===== config.mk =====
export PLATFORM = sky130hd
export DESIGN_NAME = execution_controller_flat
export DESIGN_NICKNAME = d
export VERILOG_FILES = /design/src/rtl/execution_controller_if.sv /design/src/rtl/execution_controller.sv /design/src/flat_wrapper.sv
export SDC_FILE = /design/constraint.sdc
export NUM_CORES = 1
export LEC_CHECK = 0
export ABC_CLOCK_PERIOD_IN_PS = 2750
export CAP_MARGIN = 20
export CORE_UTILIZATION = 41
export CTS_CLUSTER_DIAMETER = 120
export CTS_CLUSTER_SIZE = 14
export DETAILED_ROUTE_END_ITERATION = 10
export PLACE_DENSITY_LB_ADDON = 0.25
export SETUP_SLACK_MARGIN = 0.3
export SLEW_MARGIN = 20
export SYNTH_ARGS = -nofsm -noshare
export SYNTH_HDL_FRONTEND = slang
export SYNTH_SLANG_ARGS = --single-unit

===== constraint.sdc =====
create_clock -name clock -period 2.75 [get_ports clock]
set_input_delay 0.55 -clock clock [delete_from_list [all_inputs] [get_ports clock]]
set_output_delay 0.55 -clock clock [all_outputs]
set_load 0.02 [all_outputs]

===== src/rtl/execution_controller_if.sv =====
// Debug/control bundle between the execution controller and its requester (debug unit or MMIO block).
// Requests are single-cycle pulses with no handshake; status and counters are level outputs.
interface execution_controller_if;
  logic        runRequest;
  logic        haltRequest;
  logic        stepRequest;
  logic        breakpointEnable;
  logic [31:0] breakpointAddress;
  logic [31:0] pcOfInstruction;
  logic        instructionFault;
  logic        counterClear;
  logic        coreEnable;
  logic        halted;
  logic [1:0]  haltCause;
  logic [31:0] cycleCount;
  logic [31:0] retiredCount;

  modport master (
    output runRequest, haltRequest, stepRequest, breakpointEnable, breakpointAddress,
           pcOfInstruction, instructionFault, counterClear,
    input  coreEnable, halted, haltCause, cycleCount, retiredCount
  );

  modport slave (
    input  runRequest, haltRequest, stepRequest, breakpointEnable, breakpointAddress,
           pcOfInstruction, instructionFault, counterClear,
    output coreEnable, halted, haltCause, cycleCount, retiredCount
  );
endinterface


===== src/rtl/execution_controller.sv =====
// Run/halt/single-step sequencer; coreEnable is zero-latency combinational, status and counters registered.
// No backpressure: requests are one-cycle pulses, ignored in states where they have no meaning.
module execution_controller #(
  parameter bit START_RUNNING = 1'b1
) (
  input logic                   clock,
  input logic                   reset,
  execution_controller_if.slave ctl
);

  typedef enum logic [1:0] {
    ST_RUN    = 2'd0,
    ST_HALTED = 2'd1,
    ST_STEP   = 2'd2
  } state_t;

  localparam logic [1:0] CAUSE_RESET = 2'd0;
  localparam logic [1:0] CAUSE_REQ   = 2'd1;
  localparam logic [1:0] CAUSE_BP    = 2'd2;
  localparam logic [1:0] CAUSE_FAULT = 2'd3;

  localparam state_t RESET_STATE = START_RUNNING ? ST_RUN : ST_HALTED;

  state_t      state_q, state_d;
  logic        halted_q, halted_d;
  logic [1:0]  cause_q, cause_d;
  logic        skip_bp_q, skip_bp_d;
  logic [31:0] cycle_count_q, cycle_count_d;
  logic [31:0] retired_count_q, retired_count_d;
  logic        bp_hit;
  logic        core_en;

  always_comb begin
    bp_hit    = ctl.breakpointEnable && (ctl.pcOfInstruction == ctl.breakpointAddress) && !skip_bp_q;
    state_d   = state_q;
    cause_d   = cause_q;
    skip_bp_d = skip_bp_q;
    core_en   = 1'b0;

    case (state_q)
      ST_RUN: begin
        if (ctl.instructionFault) begin
          state_d = ST_HALTED;
          cause_d = CAUSE_FAULT;
        end else if (bp_hit) begin
          state_d = ST_HALTED;
          cause_d = CAUSE_BP;
        end else if (ctl.haltRequest) begin
          state_d = ST_HALTED;
          cause_d = CAUSE_REQ;
        end else begin
          core_en   = 1'b1;
          skip_bp_d = 1'b0;
        end
      end
      ST_HALTED: begin
        if (ctl.stepRequest || ctl.runRequest) begin
          state_d = ctl.stepRequest ? ST_STEP : ST_RUN;
          // Resuming from a breakpoint must let that very instruction retire once.
          if (cause_q == CAUSE_BP) begin
            skip_bp_d = 1'b1;
          end
        end
      end
      ST_STEP: begin
        state_d = ST_HALTED;
        if (ctl.instructionFault) begin
          cause_d = CAUSE_FAULT;
        end else begin
          core_en   = 1'b1;
          cause_d   = CAUSE_REQ;
          skip_bp_d = 1'b0;
        end
      end
      default: begin
        state_d = RESET_STATE;
      end
    endcase

    halted_d        = (state_d == ST_HALTED);
    cycle_count_d   = ctl.counterClear ? 32'd0 : cycle_count_q + 32'd1;
    retired_count_d = ctl.counterClear ? 32'd0 : retired_count_q + {31'd0, core_en};
  end

  always_ff @(posedge clock or negedge reset) begin
    if (!reset) begin
      state_q         <= RESET_STATE;
      halted_q        <= !START_RUNNING;
      cause_q         <= CAUSE_RESET;
      skip_bp_q       <= 1'b0;
      cycle_count_q   <= 32'd0;
      retired_count_q <= 32'd0;
    end else begin
      state_q         <= state_d;
      halted_q        <= halted_d;
      cause_q         <= cause_d;
      skip_bp_q       <= skip_bp_d;
      cycle_count_q   <= cycle_count_d;
      retired_count_q <= retired_count_d;
    end
  end

  // Gate with reset so nothing commits while the async reset is asserted.
  assign ctl.coreEnable   = core_en & reset;
  assign ctl.halted       = halted_q;
  assign ctl.haltCause    = cause_q;
  assign ctl.cycleCount   = cycle_count_q;
  assign ctl.retiredCount = retired_count_q;

endmodule


===== src/flat_wrapper.sv =====
// flat-port wrapper written by rule: the top's interface ports become plain ports
module execution_controller_flat 
#(
  parameter bit START_RUNNING = 1'b1
)
  (clock, reset, ctl_runRequest, ctl_haltRequest, ctl_stepRequest, ctl_breakpointEnable, ctl_breakpointAddress, ctl_pcOfInstruction, ctl_instructionFault, ctl_counterClear, ctl_coreEnable, ctl_halted, ctl_haltCause, ctl_cycleCount, ctl_retiredCount);
  execution_controller_if ctl_i ();
  input logic clock;
  input logic reset;
  input wire logic [$bits(ctl_i.runRequest)-1:0] ctl_runRequest;
  input wire logic [$bits(ctl_i.haltRequest)-1:0] ctl_haltRequest;
  input wire logic [$bits(ctl_i.stepRequest)-1:0] ctl_stepRequest;
  input wire logic [$bits(ctl_i.breakpointEnable)-1:0] ctl_breakpointEnable;
  input wire logic [$bits(ctl_i.breakpointAddress)-1:0] ctl_breakpointAddress;
  input wire logic [$bits(ctl_i.pcOfInstruction)-1:0] ctl_pcOfInstruction;
  input wire logic [$bits(ctl_i.instructionFault)-1:0] ctl_instructionFault;
  input wire logic [$bits(ctl_i.counterClear)-1:0] ctl_counterClear;
  output wire logic [$bits(ctl_i.coreEnable)-1:0] ctl_coreEnable;
  output wire logic [$bits(ctl_i.halted)-1:0] ctl_halted;
  output wire logic [$bits(ctl_i.haltCause)-1:0] ctl_haltCause;
  output wire logic [$bits(ctl_i.cycleCount)-1:0] ctl_cycleCount;
  output wire logic [$bits(ctl_i.retiredCount)-1:0] ctl_retiredCount;
  assign ctl_i.runRequest = ctl_runRequest;
  assign ctl_i.haltRequest = ctl_haltRequest;
  assign ctl_i.stepRequest = ctl_stepRequest;
  assign ctl_i.breakpointEnable = ctl_breakpointEnable;
  assign ctl_i.breakpointAddress = ctl_breakpointAddress;
  assign ctl_i.pcOfInstruction = ctl_pcOfInstruction;
  assign ctl_i.instructionFault = ctl_instructionFault;
  assign ctl_i.counterClear = ctl_counterClear;
  assign ctl_coreEnable = ctl_i.coreEnable;
  assign ctl_halted = ctl_i.halted;
  assign ctl_haltCause = ctl_i.haltCause;
  assign ctl_cycleCount = ctl_i.cycleCount;
  assign ctl_retiredCount = ctl_i.retiredCount;
  execution_controller #(.START_RUNNING(START_RUNNING)) u_core (.clock(clock), .reset(reset), .ctl(ctl_i));
endmodule

### Word level (Yosys, flattened, before mapping)

Index checks and enable logic that the tools add are counted.

| storage, ports and cells | value |
|---|---|
| input bits | 72 |
| flip-flop bits (word level) | 70 |
| word-level logic and storage cells | 55 |

| cells by class | value |
|---|---|
| add/subtract/negate cells | 2 |
| bitwise operators | 1 |
| equal/unequal tests | 12 |
| reductions and logical operators | 9 |
| muxes and demuxes | 25 |

Operators with widths:

| kind | count |
|---|---|
| 2-to-1 mux 32 bit | 2 |
| adder 32 x 1 -> 32 bit | 1 |
| adder 32 x 1 -> 32 bit (second input constant) | 1 |
| == test 32 bit | 1 |
| 2-to-1 mux 2 bit | 9 |
| 2-to-1 mux 1 bit | 10 |
| inequality test 2 bit (second input constant) | 4 |
| AND reduction 7 bit | 1 |
| one-hot mux 2 bit (3 select lines) | 1 |
| == test 2 x 1 -> 1 bit (second input constant) | 2 |
| == test 2 bit (second input constant) | 2 |
| inequality test 2 x 1 -> 1 bit (second input constant) | 2 |
| inequality test 4 x 3 -> 1 bit (second input constant) | 1 |
| one-hot mux 2 bit (2 select lines) | 1 |
| one-hot mux 1 bit (3 select lines) | 1 |
| nonzero test 3 bit | 1 |
| logical AND 1 bit | 2 |
| zero test 2 bit | 1 |
| one-hot mux 1 bit (2 select lines) | 1 |
| AND reduction 2 bit | 1 |
| nonzero test 2 bit | 1 |
| AND 1 bit | 1 |
| zero test 1 bit | 1 |
| logical OR 1 bit | 1 |

### Logic depth before layout (Yosys ltp)

Gate-level depths: netlist of run 1.

| depth | value |
|---|---|
| depth after elaboration | 8 |
| gate-level depth with buffers | 12 |

### Worst setup path before layout of run 1

No wires, ideal clock.

| path | value |
|---|---|
| path kind | input to register |
| from | input port ctl_breakpointAddress[27] |
| to | register u_core.retired_count_q[31] (netlist: u_core.ctl.retiredCount[31]) |
| stages | 12 |
| arrival | 2642 ps |
| path buffers | 1 |
| required time | 2623 ps |
| path slack | -19 ps |
| cells stage by stage | xnor2_1 > nand4_1 > nor4_1 > nand4_1 > o21a_1 > ha_1 > and2_1 > buf_2 > nand2_4 > nor4_4 > and3_1 > mux2_1 |

| between the ends | value |
|---|---|
| word-level cells in the longest chain between the ends | 8 |

RTL lines:

| element | RTL line | text |
|---|---|---|
| start: declaration | flat_wrapper.sv:14 | `input wire logic [$bits(ctl_i.breakpointAddress)-1:0] ctl_breakpointAddress;` |
| == test 32 bit | execution_controller.sv:34 | `bp_hit = ctl.breakpointEnable && (ctl.pcOfInstruction == ctl.breakpointAddress) && !skip_bp_q;` |
| logical AND 1 bit (2 in series) | execution_controller.sv:34 |  |
| 2-to-1 mux 1 bit | execution_controller.sv:45 | `end else if (bp_hit) begin` |
| 2-to-1 mux 1 bit | execution_controller.sv:42 | `if (ctl.instructionFault) begin` |
| one-hot mux 1 bit (2 select lines) | execution_controller.sv:40 | `case (state_q)` |
| adder 32 x 1 -> 32 bit | execution_controller.sv:82 | `retired_count_d = ctl.counterClear ? 32'd0 : retired_count_q + {31'd0, core_en};` |
| 2-to-1 mux 32 bit | execution_controller.sv:82 |  |
| net u_core.retired_count_d[31] | execution_controller.sv:29 | `logic [31:0] retired_count_q, retired_count_d;` |
| end signal: assignment | execution_controller.sv:99 | `retired_count_q <= retired_count_d;` |
| end: declaration | execution_controller.sv:29 |  |

The timed path passes the listed nets, and every way through them passes these cells.
A chain may end at the register's enable or synchronous reset.

### Worst setup path in the final report of run 1

| path | value |
|---|---|
| from | input port ctl_breakpointAddress[24] |
| to | register u_core.retired_count_q[30] (netlist: u_core.ctl.retiredCount[30]) |

Same word-level chain as after synthesis.

==> run summary, run 1 <==
DPL Wire Length - 7482 um
TritonCTS clock tree - done
First-pass GRT wire length - 16,240 um
CP max stage cell - nor4_4
Syn nets - 468
Pins Over Slew Limit - 0
Leakage - 2.472 nW
Max_cap viols - 0
Layout area overhead - 49.58%
Antenna violations before repair - 1
VDD IR max - 257.8 uV
Post-synthesis sequential area ratio - 45.75%
Final Skew - 5.971 ps
Number of flops mapped to enable cells by yosys - 0
CP Data Arrival Time - 2680 ps
Hold Slack - 350.4 ps
DRT antenna net count - 0
Routability cong. - 0.8116
Clk pin slew, worst setup/hold paths - 70 ps
Most frequent cells in the layout - clkdlybuf4s50_1, dfrtp_1, nor2_1, xor2_1, xnor2_1
Fin. Hold Viols - 0
Die H - 98.64 um
Predominant post-synthesis flop cell - dfrtp_1
Vias in the first global route - 3,460
Flop pwr share - 49.3%
Final Setup Violations - 0
Global Route Usage Sum - 21.12%
Clk_lat worst skew - 340 ps
Critical path fanouts, max - 5
Final setup margin - 300.6 ps
Critical-path cell list - buf_6, xnor2_2, nand4_1, nor4_4, nand4_1, o21a_1, ha_2, and2_4, nand2_8, nor4_4, buf_4, and3_4, o21ba_4
Crit path launch type - primary input
Placed Area - 5480 um^2
IO Port Bufs - 139
Switch share - 26.28%
Layout cells sized above 1 - 20.71%
Fin nets - 631
RSZ-0062 raised after global routing - yes
Layout fillers - 741
CTS max path bufs - 2
Psw - 0.0005912 W
Status - completed
Commonest non-fill, non-tap cell in the layout - clkdlybuf4s50_1
Critical path required time - 2980 ps
Pwr/cell area - 392.8 nW/um^2
CP bufs+invs - 2
Share of the synthesized area in the top cell type - 45.75%
Largest net degree at the start of global routing - 39
Initial drt markers - 133
Crit Path Class - primary input to register
Initial Utilization - 43.06%
Vias - 3,536
H-tree Lvls - 3
Period Utilization, post-route - 89.07%
Clk pwr share - 32.7%
Async SR Flop Fraction - 100.0%
Remaining Overflow, GRT - 0
Critical path endpoint category - register
Int Power - 0.001658 W
Core area - 8891 um^2
CP peak stage delay - 320 ps
First drt pass iteration count - 4
Synth top area cells - dfrtp_1, xnor2_1, xor2_1, nor2_1, nand4_1
Fin crit period - 2449 ps
Hold Path Class - primary input to asynchronous set/reset pin
R2R setup slack - 360 ps
Site Rows - 34
CTS root buffer - clkbuf_8
#FFs+latches synth - 70
Synth cell types - 44
Max Freq - 408.3 MHz
Die width - 98.64 um
Syn. warnings - 0
# IOs - 140
Logic gate share of total power - 18.0%
WL final - 10,390 um
Actual slew at the worst max-slew pin - 733.3 ps
Vias/cell - 5.286
Wire per inst - 15.53 um
DRC violations left - 0
CTS buffer count - 9
Mapped Avg Cell Area - 9.742 um^2
Clock sinks - 70
Max transition margin - 50.93%
Post-synth top area cell - dfrtp_1
Placement Setup Slack - -463.5 ps
Die Area - 9729 um^2
Delay-heaviest family, CP - simple AND/OR/NAND/NOR gates
Post-route cell area - 5727 um^2
Tot Pwr - 0.002249 W
Hold buffers post-CTS - 0
Finished Core Util - 64.41%
Synth Cell Area - 3829 um^2
Synth Instances - 393
layout make-up:
| cell class | instances | area [um^2] | share of cell area [%] |
|---|---|---|---|
| Multi-Input combinational cell | 299 | 2173 | 37.95 |
| Sequential cell | 70 | 1754 | 30.63 |
| Timing Repair Buffer | 165 | 1453 | 25.37 |
| Clock buffer | 14 | 162.7 | 2.840 |
| Tap cell | 108 | 135.1 | 2.360 |
| Inverter | 11 | 41.29 | 0.7210 |
| Clock inverter | 1 | 5.005 | 0.08739 |
| Antenna cell | 1 | 2.502 | 0.04370 |
cells in the mapped netlist, types with 2 or more instances:
master    instances
dfrtp_1          70
nor2_1           63
xnor2_1          48
xor2_1           36
nand4_1          25
nand3_1          21
nand2_1          17
and3_1           14
inv_1            11
a21oi_1          10
nor4_1           10
clkbuf_1          9
and4_1            7
nor3_1            4
a21o_1            3
a31oi_1           3
buf_2             3
ha_1              3
nor2b_1           3
o21ai_0           3
or3_1             3
and2_1            2
nand3_2           2
nor4_4            2
o211a_1           2
worst reg2reg max path, cell delays in order, from the launching register on:
cell      delay, ps
dfrtp_1         370
nand3b_1        190
nor4_4          330
nand4_1         190
o21a_1          240
ha_2            170
and2_4          160
nand2_8          70
nor4_4           60
buf_4           170
and3_4          150
o21ba_4         190
registers in the layout, indices dropped and copies added, names as in the netlist:
name	cells
u_core.skip_bp_q	1
u_core.ctl.halted	1
u_core.ctl.cycleCount	32
u_core.state_q	2
u_core.ctl.retiredCount	32
u_core.ctl.haltCause	2
what timing repair did:
action | in CTS | in global routing
endpoints found under the setup margin | 31 | 26
pin swaps | 27 | 47
buffers inserted | 4 | 4
gates resized for setup | 115 | 94
layer usage:
| layer | wire [um] | vias up | global-route usage (%) |
|---|---|---|---|
| li1 | - | 1690 | - |
| met1 | 4525 | 1692 | 25.88 |
| met2 | 4957 | 135 | 35.81 |
| met3 | 716 | 19 | 5.035 |
| met4 | 191 | 0 | 8.840 |
| met5 | 0 | - | 0 |
worst paths after layout:
| path | from | to | depth (start not counted) |
|---|---|---|---|
| worst min register to register | u_core.skip_bp_q | u_core.skip_bp_q | 2 |
| worst max-delay path | ctl_breakpointAddress[24] | u_core.ctl.retiredCount[30] | 13 |
| max in group asynchronous | reset | u_core.ctl.retiredCount[10] | 3 |
| min in group clock | u_core.skip_bp_q | u_core.skip_bp_q | 2 |
| worst max register to register | u_core.skip_bp_q | u_core.ctl.retiredCount[30] | 11 |
| worst min-delay path | reset | u_core.ctl.cycleCount[12] | 2 |
logic make-up (layout without fill, tap and decap cells):
group / after synthesis / in the layout / synth area share [%]
xor gates and xnor gates: 84 / 84 / 19.22
and+or+nand+nor: 181 / 181 / 25.85
DFF: 70 / 70 / 45.75
buffers and inverters: 24 / 191 / 2.483
other: 0 / 1 / 0
AOI/OAI and AO/OA: 29 / 29 / 5.131
muxes: 2 / 2 / 0.5882
adders and majority gates: 3 / 3 / 0.9805
power groups by stage:
stage               combinational, W  sequential [W]  clock [W]
finish                      0.000405         0.00111   0.000737
global route                0.000437         0.00112   0.000791
CTS                         0.000363         0.00111   0.000750
detailed placement          0.000384         0.00113          0
global placement            0.000376         0.00113          0
floorplan                   0.000152         0.00113          0
stage by stage:
stage / cells / TNS, ps
floorplan: 393 / 0
global placement: 645 / -8871
detailed placement: 645 / -9633
CTS: 664 / 0
global route: 668 / 0
finish: 669 / 0
Note: power is estimated with default switching activity, not from simulation.
==> run 2, diff against run 1 <==
--- a/config.mk
+++ b/config.mk
@@ -5,9 +5,10 @@
 export SDC_FILE = /design/constraint.sdc
 export NUM_CORES = 1
 export LEC_CHECK = 0
+export ABC_AREA = 1
 export ABC_CLOCK_PERIOD_IN_PS = 2750
 export CAP_MARGIN = 20
-export CORE_UTILIZATION = 41
+export CORE_UTILIZATION = 44
 export CTS_CLUSTER_DIAMETER = 120
 export CTS_CLUSTER_SIZE = 14
 export DETAILED_ROUTE_END_ITERATION = 10
==> run 2 against run 1 <==
Effect of this change:
- via count grew 43%
- setup slack improved by 100 ps
- wire length rose by 28%
- design area is 16% higher
- register-to-register slack gained 150 ps
- global-route usage increased by 3.3 points
- final cell count grew 51%
- critical path depth down 2
- highest routed layer unchanged
- synthesized area increased by 23%
==> run summary, run 2 <==
Mapped Avg Cell Area - 6.826 um^2 (-30%)
XOR/XNOR share of the synthesized area - 5.385% (-14 points)
Reg area - 1752 um^2 (-0.14%)
Core area - 10,370 um^2 (+17%)
Vias - 5,045 (+43%)
Site Rows - 37 (+8.8%)
# IOs - 140 (unchanged)
Vias in the first global route - 5,048 (+46%)
Async SR Flop Fraction - 100.0% (unchanged)
Synth Cell Area - 4717 um^2 (+23%)
Layout cells sized above 1 - 19.66% (-1.1 points)
CTS root buffer - clkbuf_8
Post-synth top area cell - dfrtp_1
Predominant post-synthesis flop cell - dfrtp_1
Crit path launch type - primary input
Final Setup Violations - 0 (unchanged)
Initial Utilization - 45.49% (+2.4 points)
#FFs+latches synth - 70 (unchanged)
Global Route Usage Sum - 24.41% (+3.3 points)
Tot Pwr - 0.002457 W (+9.2%)
FF-to-FF End - u_core.ctl.retiredCount[25]
Most frequent cells in the layout - nand2_1, inv_1, nor2_1, clkdlybuf4s50_1, dfrtp_1
Crit Path Class - primary input to output port
Number of flops mapped to enable cells by yosys - 0 (unchanged)
Largest family of logic cells by synthesized area - simple AND/OR/NAND/NOR gates
Grt met3 use - 4.700% (-0.34 points)
Leakage - 3.109 nW (+26%)
H-tree Lvls - 3 (unchanged)
CTS max path bufs - 2 (unchanged)
VDD IR max - 257.3 uV (-0.21%)
Reg-to-Reg Start - u_core.skip_bp_q
Pins Over Slew Limit - 0 (unchanged)
Remaining Overflow, GRT - 0 (unchanged)
TritonCTS clock tree - done
Post-synthesis mux area share - 0% (-0.59 points)
IO Port Bufs - 139 (unchanged)
Period Utilization, post-route - 85.28% (-3.8 points)
Max Freq - 426.4 MHz (+4.4%)
Largest net degree at the start of global routing - 71 (+82%)
Actual slew at the worst max-slew pin - 870.7 ps (+137.4 ps)
Pwr/cell area - 370.8 nW/um^2 (-5.6%)
Critical path required time - 2200 ps (-780 ps)
DRC violations left - 0 (unchanged)
Critical path fanouts, max - 3 (-2)
Die width - 105.5 um (+7.0%)
R2R setup slack - 510 ps (+150 ps)
Hold Slack - 452.8 ps (+102.4 ps)
Cell with the most instances after synthesis - nand2_1
Wire per inst - 13.19 um (-15%)
Clock sinks - 70 (unchanged)
GRT busiest layer - met2
Fin nets - 946 (+50%)
First-pass GRT wire length - 21,890 um (+35%)
CP Data Arrival Time - 1800 ps (-880 ps)
Routability cong. - 0.8956 (+10%)
Critical path endpoint category - output port
Share of the synthesized area in the top cell type - 37.14% (-8.6 points)
CTS buffer count - 9 (unchanged)
Syn. warnings - 0 (unchanged)
Final Non-Filler Cells - 1,011 (+51%)
Synth cell types - 37 (-16%)
RSZ-0062 raised after global routing - no
Initial drt markers - 181 (+36%)
Synth Area in Compound Gates - 6.233% (+1.1 points)
Max transition margin - 41.95% (-9.0 points)
Hold Path Class - primary input to asynchronous set/reset pin
CP max stage cell - clkdlybuf4s15_1
Met2 Track Usage GR - 44.50% (+8.7 points)
Commonest non-fill, non-tap cell in the layout - nand2_1
Final Skew - 14.97 ps (+8.997 ps)
Synth top area cells - dfrtp_1, nand2_1, inv_1, nor2_1, xnor2_1
Placed insts - 975 (+51%)
Antenna violations before repair - 0 (-1)
Layout area overhead - 40.50%
Clk pin slew, worst setup/hold paths - 80 ps (about the same)
Footprint of the multi-input gates - 2594 um^2 (+19%)
CP peak stage delay - 200 ps (-120 ps)
Critical-path cell list - clkdlybuf4s15_1, xnor2_1, nand2_1, nor2_1, nand2_1, nor2_2, nand3_2, nand3_4, buf_6, a21boi_1, buf_4
M1 GR Usage - 28.01% (+2.1 points)
Adder-Cell Fraction of Synth Area - 0.7958% (-0.18 points)
Fin crit period - 2345 ps (-104.1 ps)
WL final - 13,340 um (+28%)
Die H - 105.5 um (+7.0%)
First drt pass iteration count - 5 (+1)
Clk_lat worst skew - 350 ps (about the same)
Layout fillers - 956 (+29%)
Number of diodes - 0 (-1)
R2R cell count - 19 (+8)
Max_cap viols - 0 (unchanged)
Crit-path most repeated cell - nand2_1
DPL Wire Length - 10,110 um (+35%)
Fin. Hold Viols - 0 (unchanged)
Synth Area in Simple Gates - 40.27% (+14 points)
Syn nets - 766 (+64%)
Post-synthesis sequential area ratio - 37.14% (-8.6 points)
DRT antenna net count - 0 (unchanged)
Synth top cells by count - nand2_1, inv_1, nor2_1
Vias/cell - 4.990 (-5.6%)
Status - completed
Die Area - 11,140 um^2 (+14%)
Synth Instances - 691 (+76%)
-- run 2: how the worst max path moves through the flow --
stage	startpoint	end	cells after the start
floorplan	ctl_breakpointAddress[25]	u_core.ctl.retiredCount[26]	17
global route	ctl_breakpointAddress[1]	u_core.ctl.retiredCount[31]	20
global placement	ctl_pcOfInstruction[29]	u_core.ctl.retiredCount[31]	17
CTS	ctl_breakpointAddress[11]	u_core.ctl.retiredCount[31]	21
finish	ctl_breakpointAddress[31]	ctl_coreEnable	11
detailed placement	ctl_pcOfInstruction[4]	u_core.ctl.retiredCount[23]	21
-- run 2: where the power goes --
part | total, W | internal, W | switching [W] | leakage, nW
Sequential | 0.00112 | 0.00108 | 0.0000414 | 0.964
Clock | 0.000816 | 0.000436 | 0.000380 | 0.0952
Combinational | 0.000521 | 0.000233 | 0.000288 | 2.05
Total | 0.00246 | 0.00175 | 0.000710 | 3.11
-- run 2: area by class of cell --
| cell class | count | area share [%] |
|---|---|---|
| Tap cell | 136 | 2.567 |
| Timing Repair Buffer | 176 | 22.16 |
| Multi-Input combinational cell | 493 | 39.14 |
| Clock buffer | 11 | 2.133 |
| Clock inverter | 4 | 0.7174 |
| Sequential cell | 70 | 26.43 |
| Inverter | 121 | 6.853 |
-- run 2: repair_timing --
item	CTS	global route
gates resized for setup	85	124
buffers inserted	19	2
hold buffers	0	0
setup endpoints to repair	27	24
pin swaps	35	58
-- run 2: critical path: cells and delay by family --
family | cells | cell delay, ps
simple gates | 6 | 580
xor+xnor | 1 | 160
compound gates | 1 | 50
buf+inv | 3 | 460
-- run 2: logic make-up (layout without fill, tap and decap cells) --
| group | count (synthesis) | after routing |
|---|---|---|
| buf+inv | 128 | 312 |
| xor+xnor | 29 | 29 |
| compound gates | 54 | 54 |
| flops | 70 | 70 |
| fa+ha+maj | 3 | 3 |
| simple gates | 407 | 407 |
-- run 2: per-stage QoR --
stage | utilization [%] | cell area, um^2 | TNS (ps) | setup slack, ps
detailed placement | 61.40 | 6367 | -5881 | -345.6
global placement | 61.40 | 6367 | -4268 | -270.0
CTS | 64.21 | 6659 | 0 | 318.1
floorplan | - | 4717 | 0 | 350.2
finish | 63.91 | 6628 | 0 | 404.7
global route | 63.91 | 6628 | 0 | 291.3
-- run 2: per-layer routing --
| layer | vias up | routed length [um] |
|---|---|---|
| met3 | 31 | 514 |
| li1 | 2517 | - |
| met5 | - | 0 |
| met1 | 2355 | 5457 |
| met2 | 142 | 6987 |
| met4 | 0 | 377 |
==> run 3, diff against run 2 <==
--- a/config.mk
+++ b/config.mk
@@ -8,7 +8,10 @@
 export ABC_AREA = 1
 export ABC_CLOCK_PERIOD_IN_PS = 2750
 export CAP_MARGIN = 20
-export CORE_UTILIZATION = 44
+export CELL_PAD_IN_SITES_DETAIL_PLACEMENT = 1
+export CELL_PAD_IN_SITES_GLOBAL_PLACEMENT = 1
+export CORE_MARGIN = 4
+export CORE_UTILIZATION = 30
 export CTS_CLUSTER_DIAMETER = 120
 export CTS_CLUSTER_SIZE = 14
 export DETAILED_ROUTE_END_ITERATION = 10
==> run 3 against run 2 <==
Effect of this change:
- combinational power down 1%
- clock skew fell by 10 ps
- sequential power about the same
- design area grew 0.34%
- setup slack better by 29 ps
- clock power grew 34%
- power is 11% higher
- critical path depth is the same
- non-clock buffer count down 9
- flip-flop and latch count unchanged
==> run summary, run 3 (synthesis results as in run 2) <==
Tot Pwr - 0.002732 W (+11%)
Final Setup Violations - 0 (unchanged)
Crit Path Class - register to output port
Max Freq - 431.7 MHz (+1.2%)
Reg-to-Reg Start - u_core.skip_bp_q
Layout fillers - 1,991 (+110%)
CP endpoint - ctl_coreEnable
Vias in the first global route - 5,408 (+7.1%)
Max transition margin - 37.25% (-4.7 points)
Max_cap viols - 0 (unchanged)
Most frequent cells in the layout - nand2_1, nor2_1, inv_1, clkdlybuf4s50_1, dfrtp_1
# IOs - 140 (unchanged)
Hold buffers post-CTS - 0 (unchanged)
Critical path fanouts, max - 3 (unchanged)
Vias/cell - 4.661 (-6.6%)
FF-to-FF End - u_core.ctl.retiredCount[25]
Status - completed
Initial drt markers - 121 (-33%)
IO Port Bufs - 139 (unchanged)
Clock sinks - 70 (unchanged)
Leakage - 3.096 nW (-0.40%)
CP peak stage delay - 370 ps (+170 ps)
Die Area - 17,790 um^2 (+60%)
CP max stage cell - dfrtp_1
Clk_lat worst skew - 330 ps (-20 ps)
Critical path required time - 2200 ps (about the same)
Finished Core Util - 43.42% (-20 points)
R2R cell count - 19 (unchanged)
Placed Area - 6479 um^2 (+1.7%)
CTS buffer count - 9 (unchanged)
Critical-path cell list - inv_1, nand2_1, nor2_1, nand2_1, nor2_1, nand2_1, nor2_2, nand3_1, nand3_2, a21boi_0, buf_2
VDD IR max - 272.6 uV (+5.9%)
H-tree Lvls - 3 (unchanged)
Footprint of the multi-input gates - 2566 um^2 (-1.1%)
Period Utilization, post-route - 84.24% (-1.0 points)
Reg area - 1752 um^2 (unchanged)
R2R setup slack - 480 ps (-30 ps)
Actual slew at the worst max-slew pin - 941.2 ps (+70.47 ps)
CTS max path bufs - 2 (unchanged)
CP bufs+invs - 2 (-1)
Clk pin slew, worst setup/hold paths - 60 ps (-20 ps)
Crit-path most repeated cell - nand2_1
Vias - 5,020 (-0.50%)
Wire per inst - 15.01 um (+14%)
Layout area overhead - 40.98%
RSZ-0062 raised after global routing - yes
DPL Wire Length - 12,780 um (+26%)
Die H - 133.4 um (+26%)
Crit path launch type - register
Antenna violations before repair - 1 (+1)
Critical path endpoint category - output port
WP depth - 11 (unchanged)
Site Rows - 45 (+22%)
CP Data Arrival Time - 1770 ps (-30 ps)
Delay-heaviest family, CP - simple AND/OR/NAND/NOR gates
CTS root buffer - clkbuf_16
Routability cong. - 0.8631 (-3.6%)
TritonCTS clock tree - done
First drt pass iteration count - 4 (-1)
Layout cells sized above 1 - 21.97% (+2.3 points)
Final setup margin - 433.3 ps (+28.58 ps)
Remaining Overflow, GRT - 0 (unchanged)
WL final - 16,160 um (+21%)
Fin nets - 937 (-0.95%)
DRT antenna net count - 0 (unchanged)
Die width - 133.4 um (+26%)
Hold Path Class - primary input to asynchronous set/reset pin
Crit. Startpoint - u_core.skip_bp_q
Global Route Usage Sum - 18.24% (-6.2 points)
Commonest non-fill, non-tap cell in the layout - nand2_1
Initial Utilization - 30.80% (-15 points)
Largest net degree at the start of global routing - 71 (unchanged)
DRC violations left - 0 (unchanged)
Final Skew - 4.613 ps (-10.36 ps)
Placement Setup Slack - -427.9 ps (-82.31 ps)
Fin. Hold Viols - 0 (unchanged)
Post-route cell area - 6650 um^2 (+0.34%)
Core area - 15,310 um^2 (+48%)
First-pass GRT wire length - 26,450 um (+21%)
Pins Over Slew Limit - 0 (unchanged)
Fin crit period - 2317 ps (-28.58 ps)
Pwr/cell area - 410.8 nW/um^2 (+11%)
-- run 3: cell count changes in the layout (fill, tap and decap cells not counted), sizes merged --
cell	before	now
clkinv	2	1
diode	0	1
bufinv	1	0
clkinvlp	1	0
clkbuf	50	59
clkdlybuf4s15	22	5
buf	39	44
dlygate4sd2	4	0
-- run 3: worst min-delay path by stage --
stage / startpoint / to / slack (ps) / depth (start not counted)
floorplan: reset / u_core.ctl.cycleCount[0] / 250 / 0
global placement: u_core.skip_bp_q / u_core.skip_bp_q / 460 / 2
detailed placement: u_core.skip_bp_q / u_core.skip_bp_q / 470 / 2
CTS: u_core.skip_bp_q / u_core.skip_bp_q / 480 / 2
global route: u_core.ctl.cycleCount[0] / u_core.ctl.cycleCount[0] / 520 / 1
finish: reset / u_core.ctl.cycleCount[2] / 470 / 2
-- run 3: cell type report --
class | instances | area share, %
inverters | 121 | 6.830
diodes | 1 | 0.03763
clock buffers | 13 | 4.064
multi-input cells | 493 | 38.59
well taps | 211 | 3.970
clock inverters | 1 | 0.07526
flip-flops and latches | 70 | 26.34
repair buffers | 167 | 20.09
-- run 3: what timing repair did --
action,CTS,global route
gates resized for setup,134,120
pin swaps,46,53
setup buffers,6,4
endpoints found under the setup margin,29,24
-- run 3: per-layer routing --
layer  routed length, um  GRT usage [%]  up-vias
met1                6612          20.47     2428
met3                 471          3.248       24
met5                   0              0        -
met2                8656          34.37       80
met4                 420          6.629        0
li1                    -              -     2488
-- run 3: power by group --
| group | total (W) | internal (W) | switching, W |
|---|---|---|---|
| Sequential | 0.00112 | 0.00108 | 0.0000430 |
| Clock | 0.00109 | 0.000673 | 0.000420 |
| Combinational | 0.000516 | 0.000217 | 0.000298 |
| Total | 0.00273 | 0.00197 | 0.000761 |
-- run 3: stage by stage --
stage	TNS (ps)	std cells	hold WS, ps
floorplan	0	691	254.4
global placement	-5904	1052	460.1
detailed placement	-8331	1052	467.3
CTS	0	1072	481.0
global route	0	1077	517.3
finish	0	1077	467.7
==> edit (config.mk and constraints of run 1) <==
`START_RUNNING` is set to 1'b1 in 2 places; all go to 1'b0.
--- a/src/rtl/execution_controller.sv
+++ b/src/rtl/execution_controller.sv
@@ -1,7 +1,7 @@
 // Run/halt/single-step sequencer; coreEnable is zero-latency combinational, status and counters registered.
 // No backpressure: requests are one-cycle pulses, ignored in states where they have no meaning.
 module execution_controller #(
-  parameter bit START_RUNNING = 1'b1
+  parameter bit START_RUNNING = 1'b0
 ) (
   input logic                   clock,
   input logic                   reset,
--- a/src/flat_wrapper.sv
+++ b/src/flat_wrapper.sv
@@ -1,7 +1,7 @@
 // flat-port wrapper written by rule: the top's interface ports become plain ports
 module execution_controller_flat 
 #(
-  parameter bit START_RUNNING = 1'b1
+  parameter bit START_RUNNING = 1'b0
 )
   (clock, reset, ctl_runRequest, ctl_haltRequest, ctl_stepRequest, ctl_breakpointEnable, ctl_breakpointAddress, ctl_pcOfInstruction, ctl_instructionFault, ctl_counterClear, ctl_coreEnable, ctl_halted, ctl_haltCause, ctl_cycleCount, ctl_retiredCount);
   execution_controller_if ctl_i ();
Function: changed (a bounded check fails within 4 cycles, from zero or initial values and one cycle with reset low).
==> edit against run 1 <==
  * Die area up 0.96%
  * Combinational power up 2%
  * Clock power up 30%
  * Routed wire length down 2.2%
  * Final area up 4.2%
  * Worst setup slack worse by 34 ps
  * Power up 11%
  * Area after synthesis up 0.98%
  * Critical path depth down 6
  * Non-clock buffer count unchanged
  * Final cell count up 2.7%
  * Synthesized cell count up 4.3%
  * Sequential cell count unchanged
  * Register-to-register slack better by 340 ps
==> edit: results (changes against run 1) <==
INFO  metric fillCellCount = 757 (+2.2%)
INFO  metric detailroute.wirelength.met2 = 5.09 mm (+2.7%)
INFO  metric post-route-period-util = 0.903 (+0.0124)
INFO  metric critPathSlowestCell = nor4_2
INFO  metric met1_length = 4.24 mm (-6.4%)
INFO  metric wire_length_of_the_first_global_routing_pass = 16.4 mm (+1.3%)
INFO  metric setup.worst_path.start = ctl_breakpointAddress[28]
INFO  metric non_clock_buffer_area_share = 0.265 (+0.0116)
INFO  metric grt_use_met3 = 0.0527 (+0.00235)
INFO  metric arrival = 1930 ps (-750 ps)
INFO  metric worst_r2r_startpoint = u_core.ctl.cycleCount[0]
INFO  metric synth_commonest_cells = 71 x nor2_1, 68 x dfrtp_1, 62 x xor2_1, 27 x xnor2_1, 25 x nand3_1
INFO  metric area_of_the_multi_input_gates = 2220 um^2 (+2.0%)
INFO  metric fin_nets = 646 (+2.4%)
INFO  metric grt_pass1_vias = 3564 (+3.0%)
INFO  metric met3_length = 590 um (-18%)
INFO  metric synth.yosys.seq_area_share = 0.454 (-0.00379)
INFO  metric p_int = 1.88 mW (+13%)
INFO  metric seqAreaFraction = 0.294 (-0.0123)
INFO  metric post-dp-hpwl = 7.21 mm (-3.7%)
INFO  metric grt_usage = 0.209 (-0.00195)
INFO  metric postSynthNetCount = 485 (+3.6%)
INFO  metric yosys-top-cells-area = dfrtp_1 44%, xor2_1 14%, nor2_1 6.9%
INFO  metric worst_setup_path_endpoint = ctl_coreEnable
INFO  metric end_of_the_worst_register_to_register_path = u_core.ctl.cycleCount[26]
INFO  metric final_layout_size_suffix_gt1_frac = 0.149 (-0.0578)
INFO  metric layout.clock.cell_area_share = 0.0392 (+0.00993)
INFO  metric multi_input_cells = 314 (+5.0%)
INFO  metric pwr-share-clk = 0.382 (+0.055)
INFO  metric finalClockSkew = 5.77 ps (-0.198 ps)
INFO  metric number_of_distinct_standard_cells_referenced_by_the_synthesized_netlist = 36 (-18%)
INFO  metric maximum_number_of_pins_on_one_net_before_global_route_repair = 65 (+67%)
INFO  metric largest_fanout_of_any_net_on_the_critical_path = 2 (-3)
INFO  metric cpPeakStageDelay = 320 ps (about the same)
INFO  metric placement.setup.worst_slack = -424 ps (+39.2 ps)
INFO  metric worst-r2r-setup-slack = 700 ps (+340 ps)
INFO  metric maximum_vdd_drop = 231 uV (-10%)
INFO  metric antennaDiodeCount = 0 (-1)
INFO  metric leakage = 2.64 nW (+7.0%)
INFO  metric layout.clock_buffers = 13 (-1)
INFO  metric r2r_cells = 6 (-5)
INFO  metric cts_buffers = 9 (unchanged)
INFO  metric relative_max_transition_margin = 0.457 (-0.0520)
INFO  metric drt_first_iter_violations = 125 (-6.0%)
INFO  metric met1_track_usage_gr = 0.255 (-0.00415)
INFO  metric place_congestion = 0.823 (+1.4%)
INFO  metric number_of_antenna_violations_at_the_first_check_in_global_routing = 0 (-1)
INFO  metric comb_power_share = 0.165 (-0.015)
INFO  metric total_wire_length = 10.2 mm (-2.2%)
INFO  metric run_status = finished clean
INFO  metric gr-usage-met2 = 0.364 (+0.00556)
## edit: cell count changes after synthesis, moves of 5 or more
cell	before	now
nor3_1	4	11
nor2b_1	3	9
xor2_1	36	62
nand4_1	25	19
nor2_1	63	71
xnor2_1	48	27
and3_1	14	9
and2_1	2	7
## edit: metrics by stage
stage	hold WS, ps	instance area [um^2]	setup TNS (ps)	std cells	util
after floorplan	254	3930	0	410	-
after global placement	454	5540	-6890	663	0.602
after detailed placement	474	5540	-7730	663	0.602
after CTS	189	5820	0	685	0.633
after global routing	191	5970	0	687	0.649
final	204	5970	0	687	0.649
## edit: cells by family after synthesis
family / share of synthesized area
xor gates and xnor gates: 0.202
muxes: 0.00291
buffers and inverters: 0.0265
AOI/OAI and AO/OA: 0.0262
and+or+nand+nor: 0.279
adders and majority gates: 0.00971
DFF: 0.454
## edit: timing repair
item | in CTS | in global routing
resized for setup | 70 | 48
setup buffers | 6 | 2
setup endpoints to repair | 31 | 23
pin swaps | 26 | 5
